File: config.mk
export PLATFORM = sky130hd
export DESIGN_NAME = mul_add_sub_seq
export DESIGN_NICKNAME = d
export VERILOG_FILES = /design/src/rtl/mul_add_sub_pkg.sv /design/src/rtl/mul_add_sub_seq_booth_step.sv /design/src/rtl/mul_add_sub_seq.sv
export SDC_FILE = /design/constraint.sdc
export NUM_CORES = 1
export LEC_CHECK = 0
export CAP_MARGIN = 10
export CORE_MARGIN = 10
export CORE_UTILIZATION = 58
export CTS_CLUSTER_SIZE = 12
export DETAILED_ROUTE_END_ITERATION = 8
export GPL_ROUTABILITY_DRIVEN = 0
export PLACE_DENSITY = 0.81
export SLEW_MARGIN = 20
export SYNTH_ARGS = -nofsm -noshare
export SYNTH_HDL_FRONTEND = slang
export SYNTH_SLANG_ARGS = --single-unit
export TNS_END_PERCENT = 100
File: constraint.sdc
create_clock -name clk -period 3 [get_ports clk]
set_input_delay 0.45 -clock clk [delete_from_list [all_inputs] [get_ports clk]]
set_output_delay 0.45 -clock clk [all_outputs]
set_load 0.1 [all_outputs]
File: src/rtl/mul_add_sub_pkg.sv
// Shared definitions for the sequential Booth multiply / add / subtract unit:
// operation encodings and the controller state type.
package mul_add_sub_pkg;

  // Operation select applied in the final (FIX) cycle
  localparam logic [1:0] OP_ADD = 2'b00;  // product + sext(in3)
  localparam logic [1:0] OP_SUB = 2'b01;  // product - sext(in3)
  localparam logic [1:0] OP_ACC = 2'b10;  // aluOut  + product
  localparam logic [1:0] OP_MUL = 2'b11;  // product only

  // Controller states
  typedef enum logic [1:0] {
    IDLE = 2'd0,
    RUN  = 2'd1,
    FIX  = 2'd2,
    DONE = 2'd3
  } state_t;

endpackage

File: src/rtl/mul_add_sub_seq_booth_step.sv
// One radix-2 Booth iteration: inspect {Q[0], Q[-1]}, add/subtract/hold the
// multiplicand into the N+1-bit partial product A, then shift {A, Q, Q[-1]}
// right arithmetically by one. Purely combinational.
module booth_step #(
  parameter int N = 4
) (
  input  logic [N:0]   i_a,    // partial product (upper half), N+1 bits
  input  logic [N-1:0] i_q,    // multiplier / lower product bits
  input  logic         i_qm1,  // Q[-1]
  input  logic [N:0]   i_m,    // multiplicand, sign-extended to N+1 bits
  output logic [N:0]   o_a,
  output logic [N-1:0] o_q,
  output logic         o_qm1
);

  logic [N:0] w_sum;

  // Select add, subtract or hold of the multiplicand from the Booth pair
  always_comb begin
    // NOTE: default assignment first so every path drives w_sum and no latch is inferred.
    w_sum = i_a;
    case ({i_q[0], i_qm1})
      2'b10:   w_sum = i_a - i_m;
      2'b01:   w_sum = i_a + i_m;
      default: w_sum = i_a;
    endcase
  end

  // Arithmetic shift right of the combined {A, Q, Q[-1]} register
  assign o_a   = {w_sum[N], w_sum[N:1]};
  assign o_q   = {w_sum[0], i_q[N-1:1]};
  assign o_qm1 = i_q[0];

endmodule

File: src/rtl/mul_add_sub_seq.sv
// Sequential signed multiplier with a post-multiply add / subtract /
// accumulate stage. A load captures all operands, N Booth steps run one per
// cycle, a single FIX cycle forms the W-bit result and overflow flag, and a
// DONE cycle presents a one-cycle done pulse (a load there restarts at once).
module mul_add_sub_seq
  import mul_add_sub_pkg::*;
#(
  parameter int N = 4,
  parameter int W = 2 * N
) (
  input  logic         clk,
  input  logic         rst,
  input  logic         load,
  input  logic [1:0]   op,
  input  logic [N-1:0] multiplier,
  input  logic [N-1:0] multiplicand,
  input  logic [N-1:0] in3,
  output logic [W-1:0] aluOut,
  output logic         busy,
  output logic         done,
  output logic         ovf
);

  localparam int             CW       = $clog2(N + 1);
  localparam logic [CW-1:0]  CNT_INIT = CW'(N);
  localparam logic [CW-1:0]  CNT_ONE  = CW'(1);

  state_t          r_state;
  logic [N:0]      r_a;
  logic [N-1:0]    r_q;
  logic            r_qm1;
  logic [N:0]      r_m;
  logic [N-1:0]    r_in3;
  logic [1:0]      r_op;
  logic [CW-1:0]   r_cnt;
  logic [W-1:0]    r_alu_out;
  logic            r_busy;
  logic            r_done;
  logic            r_ovf;

  logic [N:0]      w_a_nxt;
  logic [N-1:0]    w_q_nxt;
  logic            w_qm1_nxt;
  logic [W-1:0]    w_product;
  logic [W-1:0]    w_in3_ext;
  logic [W-1:0]    w_result;
  logic            w_ovf;

  booth_step #(.N(N)) u_booth_step (
    .i_a   (r_a),
    .i_q   (r_q),
    .i_qm1 (r_qm1),
    .i_m   (r_m),
    .o_a   (w_a_nxt),
    .o_q   (w_q_nxt),
    .o_qm1 (w_qm1_nxt)
  );

  // After N steps the low N bits of A over Q hold the exact 2N-bit product
  assign w_product = {r_a[N-1:0], r_q};
  assign w_in3_ext = {{(W - N){r_in3[N-1]}}, r_in3};

  // Final W-bit add/sub/accumulate with signed-overflow detection
  always_comb begin
    w_result = w_product;
    w_ovf    = 1'b0;
    case (r_op)
      OP_ADD: begin
        w_result = w_product + w_in3_ext;
        w_ovf    = (w_product[W-1] == w_in3_ext[W-1]) && (w_result[W-1] != w_product[W-1]);
      end
      OP_SUB: begin
        w_result = w_product - w_in3_ext;
        w_ovf    = (w_product[W-1] != w_in3_ext[W-1]) && (w_result[W-1] != w_product[W-1]);
      end
      OP_ACC: begin
        w_result = r_alu_out + w_product;
        w_ovf    = (r_alu_out[W-1] == w_product[W-1]) && (w_result[W-1] != r_alu_out[W-1]);
      end
      default: begin
        w_result = w_product;
        w_ovf    = 1'b0;
      end
    endcase
  end

  // Controller FSM with registered outputs; reset clears every register
  always_ff @(posedge clk) begin
    // NOTE: non-blocking assignments so all registers update from pre-edge values.
    if (rst) begin
      r_state   <= IDLE;
      r_a       <= '0;
      r_q       <= '0;
      r_qm1     <= 1'b0;
      r_m       <= '0;
      r_in3     <= '0;
      r_op      <= OP_ADD;
      r_cnt     <= '0;
      r_alu_out <= '0;
      r_busy    <= 1'b0;
      r_done    <= 1'b0;
      r_ovf     <= 1'b0;
    end else begin
      case (r_state)
        IDLE, DONE: begin
          r_done <= 1'b0;
          if (load) begin
            r_a     <= '0;
            r_q     <= multiplier;
            r_qm1   <= 1'b0;
            r_m     <= {multiplicand[N-1], multiplicand};
            r_in3   <= in3;
            r_op    <= op;
            r_cnt   <= CNT_INIT;
            r_busy  <= 1'b1;
            r_state <= RUN;
          end else begin
            r_state <= IDLE;
          end
        end
        RUN: begin
          r_a   <= w_a_nxt;
          r_q   <= w_q_nxt;
          r_qm1 <= w_qm1_nxt;
          r_cnt <= r_cnt - CNT_ONE;
          if (r_cnt == CNT_ONE) begin
            r_state <= FIX;
          end
        end
        FIX: begin
          r_alu_out <= w_result;
          r_ovf     <= w_ovf;
          r_busy    <= 1'b0;
          r_done    <= 1'b1;
          r_state   <= DONE;
        end
        default: begin
          r_state <= IDLE;
        end
      endcase
    end
  end

  assign aluOut = r_alu_out;
  assign busy   = r_busy;
  assign done   = r_done;
  assign ovf    = r_ovf;

endmodule
# Word level (Yosys, flattened, before mapping)
# Cells that the tools add are included.
[word_totals]
ff_bits = 36
output_inout_bits = 11
word_cells = 62
input_bits = 17
[op_classes]
muxes = 17
add_sub_neg = 6
n_reduce_logical = 11
n_eq_ne = 16
[op_table]
columns = ["cell", "n"]
rows = [
  ["one-hot mux 8 bit (3 select lines)", 1],
  ["one-hot mux 5 bit (2 select lines)", 2],
  ["adder 8 bit", 2],
  ["== test 2 bit (second input constant)", 4],
  ["one-hot mux 4 bit (2 select lines)", 1],
  ["subtractor 8 bit", 1],
  ["== test 2 x 1 -> 1 bit (second input constant)", 3],
  ["one-hot mux 1 bit (2 select lines)", 3],
  ["one-hot mux 2 bit (3 select lines)", 1],
  ["one-hot mux 3 bit (2 select lines)", 1],
  ["AND reduction 2 bit", 3],
  ["adder 5 bit", 1],
  ["two-way mux 5 bit", 1],
  ["subtractor 5 bit", 1],
  ["zero test 2 bit", 2],
  ["two-way mux 4 bit", 1],
  ["!= test 1 bit", 4],
  ["!= test 2 bit (second input constant)", 2],
  ["nonzero test 2 bit", 2],
  ["== test 3 x 1 -> 1 bit (second input constant)", 1],
  ["logical AND 1 bit", 3],
  ["two-way mux 1 bit", 3],
  ["two-way mux 3 bit", 1],
  ["one-hot mux 1 bit (3 select lines)", 1],
  ["other kinds (4)", 5],
]

# Logic depth before layout (Yosys ltp)
# Gate-level depths: netlist (run 1).
[logic_depth]
ltp_word = 4
mapped_depth = 11
depth_no_buf = 11

# By module
# A second synthesis (run 1) with hierarchy kept.
[hier_totals]
cells_unflattened = 379
area_unflattened_um2 = 3034.2
[by_module_without_submodules]
columns = ["mod", "n_inst", "area_per_inst_um2", "cells_per_inst"]
rows = [
  ["mul_add_sub_seq", 1, 2675.1, 334],
  ["booth_step", 1, 359.1, 45],
]

# Least setup slack after synthesis (run 1)
# Ideal clock, no wire load.
[synth_timing]
kind = "register to register"
start = "register r_alu_out[0], in the netlist aluOut[0]"
end = "register r_alu_out[2], in the netlist aluOut[2]"
arrival_time_ns = 2.449
n_path_buf = 0
path_slack_ns = 0.424
required_time_ns = 2.872
period_less_slack_ns = 2.576
stages_incl_launch_ff = 8
cell_sequence = "dfxtp_1 > ha_1 > inv_1 > fa_1 > xnor2_1 > mux4_2 > mux2i_1 > nor2_1"
[synth_via]
elab_chain_cells = 2
[synth_lines]
columns = ["element", "line_no", "rtl"]
rows = [
  ["start, declared", "mul_add_sub_seq.sv:36", "logic [W-1:0] r_alu_out;"],
  ["start signal, assigned", "mul_add_sub_seq.sv:131", "r_alu_out <= w_result;"],
  ["adder 8 bit", "mul_add_sub_seq.sv:77", "w_result = r_alu_out + w_product;"],
  ["one-hot mux 8 bit (3 select lines)", "mul_add_sub_seq.sv:67", "case (r_op)"],
]
# Every way passes these cells.
# A chain may end at the register's enable or synchronous reset.

# Final worst setup path (run 1)
[layout_timing]
start = "register r_q[0]"
end = "register r_a[3]"
[layout_via]
elab_chain_cells = 3
word_cells_on_any_way = 4
[layout_lines]
columns = ["element", "line_no", "rtl"]
rows = [
  ["start, declared", "mul_add_sub_seq.sv:30", "logic [N-1:0] r_q;"],
  ["start signal, assigned", "mul_add_sub_seq.sv:109", "r_q <= multiplier;"],
  ["start signal, assigned", "mul_add_sub_seq.sv:123", "r_q <= w_q_nxt;"],
  ["== test 2 x 1 -> 1 bit or == test 2 bit (tied branches)", "mul_add_sub_seq_booth_step.sv:22", "case ({i_q[0], i_qm1})"],
  ["one-hot mux 5 bit (2 select lines) (*)", "mul_add_sub_seq_booth_step.sv:22", ""],
  ["one-hot mux 5 bit (2 select lines) (*)", "mul_add_sub_seq.sv:104", "case (r_state)"],
  ["end signal, assigned", "mul_add_sub_seq.sv:122", "r_a <= w_a_nxt;"],
  ["end, declared", "mul_add_sub_seq.sv:29", "logic [N:0] r_a;"],
]
# Every way passes the cells marked *; elsewhere a longest branch is shown, timed or not.

==> reports/results.ini, run 1 <==
[timing]
setup_tns_ps = 0
fmaxAchievable_mhz = 405
setup_ws_ps = 532
slew_headroom = 0.633
worst_pin_slew_ps = 547
grt_setup_unrepaired = false
hold_violations = 0
setup_viol = 0
final_max_slew_viol_count = 0
fin_hold_ws_ps = 493
fin_skew_ps = 3.27
finalCriticalPeriod_ps = 2470
finalCritPeriodShare = 0.823

[setup_path]
crit_path_start_kind = flop
cp_top_family = adder cells
startpoint = r_q[0]$_SDFFE_PP0P_
path_common_cell = xnor2_1
crit_buf_inv = 1
critPathArrivalTime_ps = 2640
max_stage_delay_ps = 430
path_max_fanout = 6
timing.rr.end = r_a[3]$_SDFFE_PP0P_
end_kind = flop
crit_required_ps = 3170
r2r_cells = 10
cpMaxStageDelayCell = fa_1
regToRegStartpoint = r_q[0]$_SDFFE_PP0P_
crit_chain = inv_1, ha_1, mux2_2, fa_1, a21o_1, a21oi_1, xnor2_1, xnor2_1, a22oi_1, nor2_1
critical_path_class = reg -> reg
r2r_slack_ps = 530

[global_routing]
grt_pass1_wl_um = 11300
overflow = 0
grt_pass1_vias = 2464
grt_max_degree = 29
grt.total_usage = 0.159
antenna_found_initial = 0

[power]
internal-power_mw = 1.39
combPwrFrac = 0.607
power_switching_share = 0.490
powerDensity_nw_per_um2 = 847
p_sw_mw = 1.33
irDropWorstVdd_uv = 545
pwr-share-clk = 0.130
power_frac_seq = 0.263
leakage_nw = 1.35
total_power_mw = 2.72

[logic_synthesis]
yosysSeqAreaShare = 0.248
syn-num-nets = 400
synth_top_cell_by_area = dfxtp_1
synth_ff_type = dfxtp_1
synth_seq_cells = 35
synth_edf_count = 0
async_flop_share = 0
syn_inst = 347
synth_cell_types = 51
synth.avg_cell_area_um2 = 8.16
yosysTopAreaCellShare = 0.248
synth_common_cells = 35 x dfxtp_1, 35 x nor2_1, 34 x nand2_1, 32 x ha_1, 25 x a21oi_1
netlist_area_um2 = 2830
synth_area_leaders = dfxtp_1 25%, ha_1 14%, nor2_1 4.6%
ys_warn_count = 0

[cts]
cts_buffer_depth = 2
cts_tree = yes
holdBufCountCts = 0
clk_latency_ps = 280
post-cts-setup-buffers = 0
cts-root-buf = clkbuf_8
cts_buffers = 5
cts.htree.levels = 2
clock-sinks = 35
cts_resized = 0
clk_pin_slew_ps = 80

[route]
wl_per_cell_um = 14.8
drt_iter0_drc = 198
route.detailed.drc = 0
vias = 2483
ant_nets = 0
wirelength_um = 6490
dr.pass1.iters = 4
vias_per_cell = 5.68

[cells_and_area]
drive_above_1_share = 0.0973
layout.nets = 422
seqCellArea_um2 = 701
areaGrowthSynthToFinish_pct = 13.4
fillers = 397
antenna-diode-count = 0
multi_input_area_um2 = 1990

[floorplan]
die_area_um2 = 8070
rows = 25
die_x_um = 89.9
start_util = 0.599
core_um2 = 4720
ios = 28
die_h_um = 89.9

[hold_path]
holdPathStages = 2
worstHoldPathType = reg -> reg
hold_start = r_in3[0]$_SDFFE_PP0P_
hold_path_end = r_in3[0]$_SDFFE_PP0P_

[place]
pre_cts_slack_ps = 559
hpwl_um = 5090
io_buffers = 27

[outcome]
status = complete, no violations

[flow_run]
maxCapViolCount = 0

-- worst min-delay path, cell delays in order, from the launching register on --
cell and delay [ps]:
dfxtp_1 340, nand2_1 60, a21oi_1 50
-- how the worst max path moves through the flow --
stage | endpoint | slack, ps | depth (start not counted)
floorplan | aluOut[2]$_SDFFE_PP0P_ | 420 | 7
global placement | r_a[3]$_SDFFE_PP0P_ | 610 | 10
detailed placement | r_a[3]$_SDFFE_PP0P_ | 560 | 10
CTS | r_a[3]$_SDFFE_PP0P_ | 540 | 10
global route | r_a[3]$_SDFFE_PP0P_ | 300 | 10
finish | r_a[3]$_SDFFE_PP0P_ | 530 | 10
-- final cells by class --
cell class	count	share of cell area
clock buffer	5	0.0214
clock inverter	3	0.00624
inverter	20	0.0234
tap	67	0.0261
timing repair buffer	31	0.0850
sequential	35	0.218
multi-input combinational	276	0.620
-- cell families (layout without fill, tap and decap cells) --
family	after synthesis	in the layout	share of synthesized area
AOI/OAI and AO/OA	86	86	0.211
xor gates and xnor gates	21	21	0.0650
adders and majority gates	36	36	0.170
buffers and inverters	36	59	0.0495
DFF	35	35	0.248
muxes	14	14	0.0597
and+or+nand+nor	119	119	0.197
-- routing by layer --
layer	wire length (um)	vias up	track usage
met5	0	-	0
met4	57	0	0.0398
met3	285	6	0.0249
met2	3110	60	0.277
met1	3040	1146	0.198
li1	-	1271	-
-- power by group through the flow --
stage | clock, mW | sequential (mW) | combinational, mW
after floorplan | 0 | 0.899 | 1.13
after global placement | 0 | 0.719 | 1.61
after detailed placement | 0 | 0.724 | 1.64
after CTS | 0.359 | 0.714 | 1.65
after global routing | 0.378 | 0.738 | 1.80
final | 0.353 | 0.716 | 1.65
-- sequential cells by signal, indices dropped and copies added, names as in the netlist --
| register | count |
|---|---|
| aluOut | 8 |
| r_a | 4 |
| r_in3 | 4 |
| r_m | 4 |
| r_q | 4 |
| r_cnt | 3 |
| r_op | 2 |
| r_state | 2 |
| busy | 1 |
| done | 1 |
| ovf | 1 |
| r_qm1 | 1 |
-- per-stage QoR --
step	std cells	utilization	cell area (um2)
3_3_place_gp	429	0.661	3120
3_5_place_dp	429	0.661	3120
6_report	437	0.680	3210
4_1_cts	437	0.680	3210
5_1_grt	437	0.680	3210
2_1_floorplan	347	-	2830
-- cells in the final DEF, fill, tap and decap left out, types with 2 or more instances in the layout --
master,Yosys,final
a211oi_1,6,6
xnor2_1,15,15
o21ai_0,16,16
o211ai_1,2,2
nor2b_1,8,8
o21ai_1,2,2
o21a_1,2,2
or3_1,2,2
fa_1,4,4
a22oi_1,4,4
nand3_1,5,5
clkdlybuf4s50_1,0,16
ha_1,32,32
dfxtp_1,35,35
a221oi_2,2,2
a21o_1,5,5
a21oi_1,25,25
nand2b_1,8,8
inv_1,19,19
o22ai_1,3,3
buf_4,0,15
nand2_1,34,34
nor2_1,35,35
a32o_1,2,2
mux2i_1,9,9
o21bai_1,3,3
and2_1,2,2
nor4_1,3,3
nand3b_1,2,2
clkinvlp_4,0,2
nor3b_1,4,4
xor2_1,6,6
nor3_1,12,12
a31oi_1,3,3
clkbuf_8,0,5
mux4_2,2,2
and3_1,2,2
mux2_2,3,3
Note: power is estimated with default switching activity, not from simulation.
==> run 2: changes to the inputs <==
Clock period 3 ns to 2.3 ns, I/O delays scaled along.
==> run 2 against run 1 <==
  * Sequential share of layout area fell by 0.80 points
  * Register-to-register slack got worse by 460 ps
  * Highest routed layer unchanged
  * Worst hold slack gained 5.0 ps
  * Largest power group unchanged
==> reports/results.ini, run 2 (synthesis gave the netlist of run 1 again) <==
[timing]
finalCritPeriodShare = 0.969
setup_viol = 0
final_max_slew_viol_count = 0
hold_violations = 0
fin_skew_ps = 5.34
fmaxAchievable_mhz = 449
setup_ws_ps = 70.7
worst_pin_slew_ps = 605
slew_headroom = 0.594
grt_setup_unrepaired = true
finalCriticalPeriod_ps = 2230

[setup_path]
r2r_cells = 10
end_kind = flop
critical_path_class = reg -> reg
critPathArrivalTime_ps = 2400
max_stage_delay_ps = 370
crit_buf_inv = 1
timing.rr.end = r_a[3]$_SDFFE_PP0P_
regToRegStartpoint = r_m[1]$_SDFFE_PP0P_
r2r_slack_ps = 70
cpMaxStageDelayCell = fa_2
cp_top_family = adder cells
path_max_fanout = 2
crit_chain = inv_2, ha_4, mux2_4, fa_2, a21o_1, a21oi_2, xnor2_2, xnor2_1, a22oi_1, nor2_1
crit_required_ps = 2470
crit_path_start_kind = flop
startpoint = r_m[1]$_SDFFE_PP0P_

[power]
powerDensity_nw_per_um2 = 1110
power_switching_share = 0.483
leakage_nw = 1.44
pwr-share-clk = 0.119
power_frac_seq = 0.245
p_sw_mw = 1.82
irDropWorstVdd_uv = 681
combPwrFrac = 0.637
internal-power_mw = 1.95

[cells_and_area]
fillers = 377
largest_reg_flops = 8
antenna-diode-count = 0
final_area_um2 = 3390
drive_above_1_share = 0.182
layout.nets = 436
areaGrowthSynthToFinish_pct = 19.8
final_util = 0.718
final_cell_mix = 34 x nor2_1, 34 x nand2_1, 29 x ha_1

[floorplan]
core_um2 = 4720
die_area_um2 = 8070
ios = 28
start_util = 0.599
rows = 25
die_x_um = 89.9
die_h_um = 89.9

[cts]
clock-sinks = 35
cts.htree.levels = 2
cts_buffer_depth = 2
cts_tree = yes
clk_latency_ps = 290
cts_buffers = 5
holdBufCountCts = 0
cts-root-buf = clkbuf_8
clk_pin_slew_ps = 80

[route]
ant_nets = 0
dr.pass1.iters = 4
drt_iter0_drc = 244
wirelength_um = 7390
vias_per_cell = 5.76
route.detailed.drc = 0
wl_per_cell_um = 16.4
vias = 2597

[hold_path]
holdPathStages = 2
worstHoldPathType = reg -> reg
hold_path_end = aluOut[4]$_SDFFE_PP0P_
hold_start = aluOut[4]$_SDFFE_PP0P_

[global_routing]
antenna_found_initial = 0
overflow = 0
grt.total_usage = 0.168
grt_max_degree = 30
grt_pass1_wl_um = 11800
grt_pass1_vias = 2600

[flow_run]
maxCapViolCount = 0

[place]
io_buffers = 27
pre_cts_slack_ps = -46.9
hpwl_um = 5280
place_area_um2 = 3210

[outcome]
status = complete, no violations

[run 2: cell types whose count changed in the layout (fill, tap and decap cells not counted), sizes merged]
cell,delta
buf,+14
clkinvlp,-2
clkbuf,+2
[run 2: area by class of cell]
| type | count | area (um2) | share of cell area |
|---|---|---|---|
| Clock buffer | 7 | 76.3 | 0.0225 |
| Clock inverter | 1 | 5.00 | 0.00148 |
| Tap cell | 67 | 83.8 | 0.0247 |
| Sequential cell | 35 | 713 | 0.210 |
| Timing Repair Buffer | 45 | 382 | 0.113 |
| Multi-Input combinational cell | 276 | 2060 | 0.606 |
| Inverter | 20 | 75.1 | 0.0221 |
[run 2: metal layers]
| metal | wire (um) | track usage |
|---|---|---|
| met5 | 0 | 0 |
| met4 | 159 | 0.0610 |
| met2 | 3650 | 0.288 |
| met1 | 3250 | 0.199 |
| met3 | 338 | 0.0374 |
[run 2: power by group through the flow]
stage	Clock (mW)	Sequential (mW)	Combinational, mW
floorplan	0	1.18	1.47
global placement	0	0.916	2.18
detailed placement	0	0.925	2.24
CTS	0.457	0.911	2.26
global route	0.484	0.951	2.61
finish	0.449	0.924	2.40
[run 2: stage by stage]
step	total power [mW]	hold WS, ps	cells	TNS [ps]
after floorplan	2.65	453	347	0
after global placement	3.09	467	439	0
after detailed placement	3.16	487	439	-46.9
after CTS	3.63	500	447	0
after global routing	4.04	533	451	-78.8
final	3.78	498	451	0
[run 2: worst max path at each step]
stage                                     end  cells after the start
final                     r_a[3]$_SDFFE_PP0P_                     10
after global routing      r_a[3]$_SDFFE_PP0P_                     12
after CTS                 r_a[3]$_SDFFE_PP0P_                     10
after detailed placement  r_a[3]$_SDFFE_PP0P_                     10
after global placement    r_a[3]$_SDFFE_PP0P_                     10
after floorplan           r_a[3]$_SDFFE_PP0P_                     10
[run 2: worst min-delay path, cell delays in order, from the launching register on]
cell,delay [ps]
dfxtp_2,330
nor2_1,80
nor4_1,50
[run 2: what timing repair did]
| action | 4_1_cts | 5_1_grt |
|---|---|---|
| setup endpoints to repair | 1 | 4 |
| pin swaps | 1 | 13 |
| setup buffers | 0 | 4 |
| cloned | 0 | 0 |
| gates resized for setup | 2 | 18 |
